`config.mk`:
```
export PLATFORM = sky130hd
export DESIGN_NAME = register_file
export DESIGN_NICKNAME = d
export VERILOG_FILES = /design/src/rtl/register_file.sv
export SDC_FILE = /design/constraint.sdc
export NUM_CORES = 2
export LEC_CHECK = 0
export ABC_AREA = 1
export BUFFER_PORTS_ARGS = -buffer_cell sky130_fd_sc_hd__clkbuf_2
export CAP_MARGIN = 0
export CORE_ASPECT_RATIO = 2
export CORE_MARGIN = 2
export CORE_UTILIZATION = 35
export DETAILED_ROUTE_END_ITERATION = 10
export MAX_ROUTING_LAYER = met4
export PLACE_DENSITY_LB_ADDON = 0.15
export SKIP_CTS_REPAIR_TIMING = 1
export SLEW_MARGIN = 20
export SYNTH_ARGS = -nofsm -noshare
export SYNTH_HDL_FRONTEND = slang
export SYNTH_SLANG_ARGS = --single-unit
```
`constraint.sdc`:
```
create_clock -name clk -period 2.3 [get_ports clk]
set_input_delay 0 -clock clk [delete_from_list [all_inputs] [get_ports clk]]
set_output_delay 0 -clock clk [all_outputs]
set_load 0.02 [all_outputs]
```
`src/rtl/register_file.sv`:
```
// Multi-ported register file with two combinational read ports and one synchronous write port.
// Optional same-cycle write-to-read forwarding is enabled by defining RF_WRITE_BYPASS_EN.
module register_file #(
    parameter int                    WIDTH         = 32,
    parameter int                    ADDR_SPACE    = 5,
    parameter int                    REG_AMOUNT    = 32,
    parameter logic [ADDR_SPACE-1:0] ZERO_REGISTER = 5'b00000
) (
    input  logic                  clk,
    input  logic                  rst,
    input  logic [ADDR_SPACE-1:0] r1_addr,
    input  logic [ADDR_SPACE-1:0] r2_addr,
    input  logic [ADDR_SPACE-1:0] wr_addr,
    input  logic                  wr_en,
    input  logic [WIDTH-1:0]      wr_data,
    output logic [WIDTH-1:0]      r1_data,
    output logic [WIDTH-1:0]      r2_data
);

    // One extra bit so the limit itself is representable when REG_AMOUNT == 2**ADDR_SPACE.
    localparam logic [ADDR_SPACE:0] REG_LIMIT = (ADDR_SPACE + 1)'(REG_AMOUNT);

    logic [WIDTH-1:0] regs_reg [REG_AMOUNT];
    logic             wr_valid;

    assign wr_valid = (wr_addr != ZERO_REGISTER) && ({1'b0, wr_addr} < REG_LIMIT);

    always_ff @(posedge clk) begin
        if (rst) begin
            for (int i = 0; i < REG_AMOUNT; i++) begin
                regs_reg[i] <= '0;
            end
        end else if (wr_en && wr_valid) begin
            regs_reg[wr_addr] <= wr_data;
        end
    end

    genvar gi;
    generate
        for (gi = 0; gi < 2; gi++) begin : g_read
            logic [ADDR_SPACE-1:0] addr;
            logic                  addr_ok;
            logic [WIDTH-1:0]      data;

            assign addr    = (gi == 0) ? r1_addr : r2_addr;
            // The zero register is masked here so it reads 0 even before the first reset.
            assign addr_ok = (addr != ZERO_REGISTER) && ({1'b0, addr} < REG_LIMIT);

`ifdef RF_WRITE_BYPASS_EN
            logic bypass_hit;
            assign bypass_hit = wr_en && !rst && wr_valid && (addr == wr_addr);

            always_comb begin
                data = '0;
                if (bypass_hit) begin
                    data = wr_data;
                end else if (addr_ok) begin
                    data = regs_reg[addr];
                end
            end
`else
            always_comb begin
                data = '0;
                if (addr_ok) begin
                    data = regs_reg[addr];
                end
            end
`endif
        end
    endgenerate

    assign r1_data = g_read[0].data;
    assign r2_data = g_read[1].data;

endmodule

```
; ---- After elaboration in Yosys (flattened, before gate mapping)
; Memories as Yosys holds them, arrays and structs flattened.
; Cells that the tools add are included.
; Widths: inputs -> output; s select.
[word_totals]
rom_bits = 0
memories = 1
latchBits = 0
regBits = 0
output_inout_bits = 64
mem_bits_rw = 1024
[memory_table]
columns = memory, words, word_bits, rd, rd_ports_with_merged_regs, write_ports, line
row1 = regs_reg, 32, 32, 2, 0, 32, 23  ; logic [WIDTH-1:0] regs_reg [REG_AMOUNT];
[classes]
mux = 10
n_shift = 0
n_reduce_logical = 5
multipliers = 0
n_eq_ne = 0
order_cmp = 0
add_sub_neg = 0
div = 0
n_bitwise = 0
[ops]
columns = operator, n
row1 = $mux 32, 3
row2 = $reduce_or 32->1, 1
row3 = $reduce_bool 5->1, 3
row4 = $mux 1, 6
row5 = $mux 5, 1
row6 = $logic_and 1x1->1, 1

; ---- Depth between registers and ports, before layout
[depth]
word_depth = 7
depth_mapped = 13
mapped_depth_nobuf = 10

; ---- Worst setup path after synthesis
; Ideal clock, no wire load.
[synth_path]
path_kind = input-to-reg
from = in wr_addr[3]
to = mem regs_reg[10][0] (enable)
cell_stages = 11
required_ns = 1.911
t_arrival_ns = 1.628
setup_time_ns = 0.389
path_slack_ns = 0.282
cell_sequence = inv_1 > nand3_1 > inv_1 > nand2_1 > nand3_1 > inv_1 > nand3_1 > inv_1 > nand2_1 > buf_2 > nand2_1
[synth_rtl]
columns = item, line
row1 = from (decl), 13  ; input logic [ADDR_SPACE-1:0] wr_addr,
row2 = to (decl), 23

==> results_dict.tcl <==
set metrics [dict create \
    largest_reg_flops 1024 \
    antenna_found_initial 4 \
    synthCells 7255 \
    synth_edf_count 1024 \
    clockRootBuffer "clkbuf_16" \
    crit_start "regs_reg[4][13]" \
    drt-wirelength-per-cell_um 24.7 \
    setup-tns-final_ns 0 \
    viasPerCell 5.54 \
    cts_sinks 1024 \
    grt_pass1_vias 50384 \
    synth_area_leaders "edfxtp_1, nand2_1, nor2_1" \
    yosysUniqueCellTypes 19 \
    async_flop_share_pct 0 \
    die_h_um 573 \
    slowest_delay_ns 0.42 \
    fp.dieArea_sq_mm 0.165 \
    cts_tree "done" \
    fin_crit_ns 2.26 \
    num_vias 52167 \
    cp_cell_sequence "nand2_1 > nand3_1 > nand3_1 > nand2_1 > nor2_1 > nand2_1 > nand2_1 > nor2_2 > clkbuf_2" \
    synthTopCellsByCount "nand2_1, nor2_1, edfxtp_1" \
    whs_ns -0.0384 \
    std_cell_rows 208 \
    clk_pin_slew_ns 0.07 \
    max-cap-violations 0 \
    period_share_pct 98.5 \
    htreeDepth 3 \
    crit_path_end_kind "primary output" \
    violations "hold timing" \
    dp_hpwl_um 143000 \
    drc 0 \
    grt_max_degree 92 \
    drv_slew 0 \
    p_leak_nw 26.9 \
    crit_top_cell "nand2_1" \
    yosysWarningCount 0 \
    layout.area.seq_sq_mm 0.0307 \
    initial_core_util_pct 35.2 \
    cts_buffer_depth 3 \
    cpLargestDelayFamily "simple AND/OR/NAND/NOR gates" \
    cp.arrival_ns 2.26 \
    ys_ff_latch 1024 \
    synth_flop_cell "edfxtp_1" \
    numCtsBuffers 93 \
    slowest_stage "edfxtp_1" \
    avgSynthCellArea_sq_um 7.80 \
    track_usage_pct 28.5 \
    grt_overflow 0 \
    setup_viol 0 \
    gp_congestion 0.876 \
    crit_fanout 2 \
    dr.pass1.iters 6 \
    fillers 15876 \
    layout-drive-gt1-share_pct 9.69 \
    yosys.area.top_type "edfxtp_1" \
    crit_buf_inv 1 \
    finalWirelength_um 232000 \
    maxSlewHeadroom_pct 49.5 \
    max_freq_mhz 442 \
    synth.most_common_cell "nand2_1" \
    grt_first_pass_wirelength_um 335000 \
    die_x_um 288 \
    io_pins 114 \
    cp.required_ns 2.30 \
    critical_path_class "reg2out" \
    vdd_drop_max_uv 484 \
    nets 7288 \
    tightest_slew_ns 0.757 \
    outcome "finished with violations" \
    final_core_util_pct 40.7 \
    hp-class "in2reg" \
    worst_setup_path_start_kind "flip-flop" \
    drtAntennaViolNets 0 \
    port_buffers 113 \
    first_iter_violations 6163 \
    synth_top_area_share_pct 54.3 \
    coreArea_sq_mm 0.161 \
    synthesis.area_sq_mm 0.0566 \
    hp-start "wr_data[6]" \
    area_growth_pct 15.5 \
    multiInputGateArea_sq_mm 0.0229 \
    power_density_mw_per_mm2 698 \
    ys_seq_area_share_pct 54.3 \
    finalHoldViolCount 29 \
]
cells in the final DEF (no fill, tap or decap), types with 102 or more instances in the layout:
cell	synthesis	layout
a21oi_1	121	119
o21ai_0	407	407
nand2_1	2084	2019
nand3_1	984	980
edfxtp_1	1024	1024
buf_4	22	198
buf_12	0	146
inv_1	151	148
clkbuf_2	0	102
nor2_1	1790	1748
tightest hold or removal path: cells and delay by family:
family | cells | cell delay (ns)
and+or+nand+nor | 1 | 0.15
buffers and inverters | 3 | 0.38
layer usage:
metal | GRT usage (%) | part of all wire [%] | up-vias
li1 | - | - | 23682
met1 | 33.6 | 38 | 25307
met2 | 49.0 | 50 | 2576
met3 | 2.52 | 6.9 | 602
met4 | 13.4 | 4.9 | 0
met5 | - | 0 | -
final timing paths:
path,to,slack [ns],depth (start not counted)
worst min-delay path,regs_reg[25][6],-0.04,4
worst max-delay path,r1_data[13],0.04,9
layout make-up:
| class | instances | share of cell area (%) |
|---|---|---|
| Antenna cell | 3 | 0.0115 |
| Clock buffer | 112 | 3.77 |
| Clock inverter | 55 | 0.919 |
| Inverter | 156 | 0.956 |
| Multi-Input combinational cell | 5478 | 35.1 |
| Sequential cell | 1024 | 47.1 |
| Tap cell | 2100 | 4.02 |
| Timing Repair Buffer | 485 | 8.14 |
stage by stage:
step / instances / worst slack (ns) / hold slack, ns / total power [mW] / area (sq um)
2_1_floorplan: 7286 / 0.282 / 0.239 / 26.2 / 56700
3_3_place_gp: 9211 / 0.226 / 0.603 / 29.3 / 61800
3_5_place_dp: 9211 / 0.250 / 0.612 / 29.3 / 61800
4_1_cts: 9378 / -0.140 / -0.128 / 45.6 / 64800
5_1_grt: 9413 / -0.00138 / 0.00239 / 47.1 / 65300
6_report: 9413 / 0.0356 / -0.0384 / 45.6 / 65300
where the power goes:
part           switching, mW  internal [mW]  total [mW]
combinational           4.94           2.09        7.03
clock                   7.50           8.99        16.5
sequential             0.546           21.5        22.1
total                   13.0           32.6        45.6
kinds of logic (layout without fill, tap and decap cells):
group           after synthesis  in the layout  share of synthesized area, %
flops                      1024           1024                          54.3
compound gates              579            579                          5.22
other cells                   1             35                       0.00663
simple gates               4867           4867                          34.5
buf+inv                     784            808                          5.94
(Power assumes the default switching activity.)
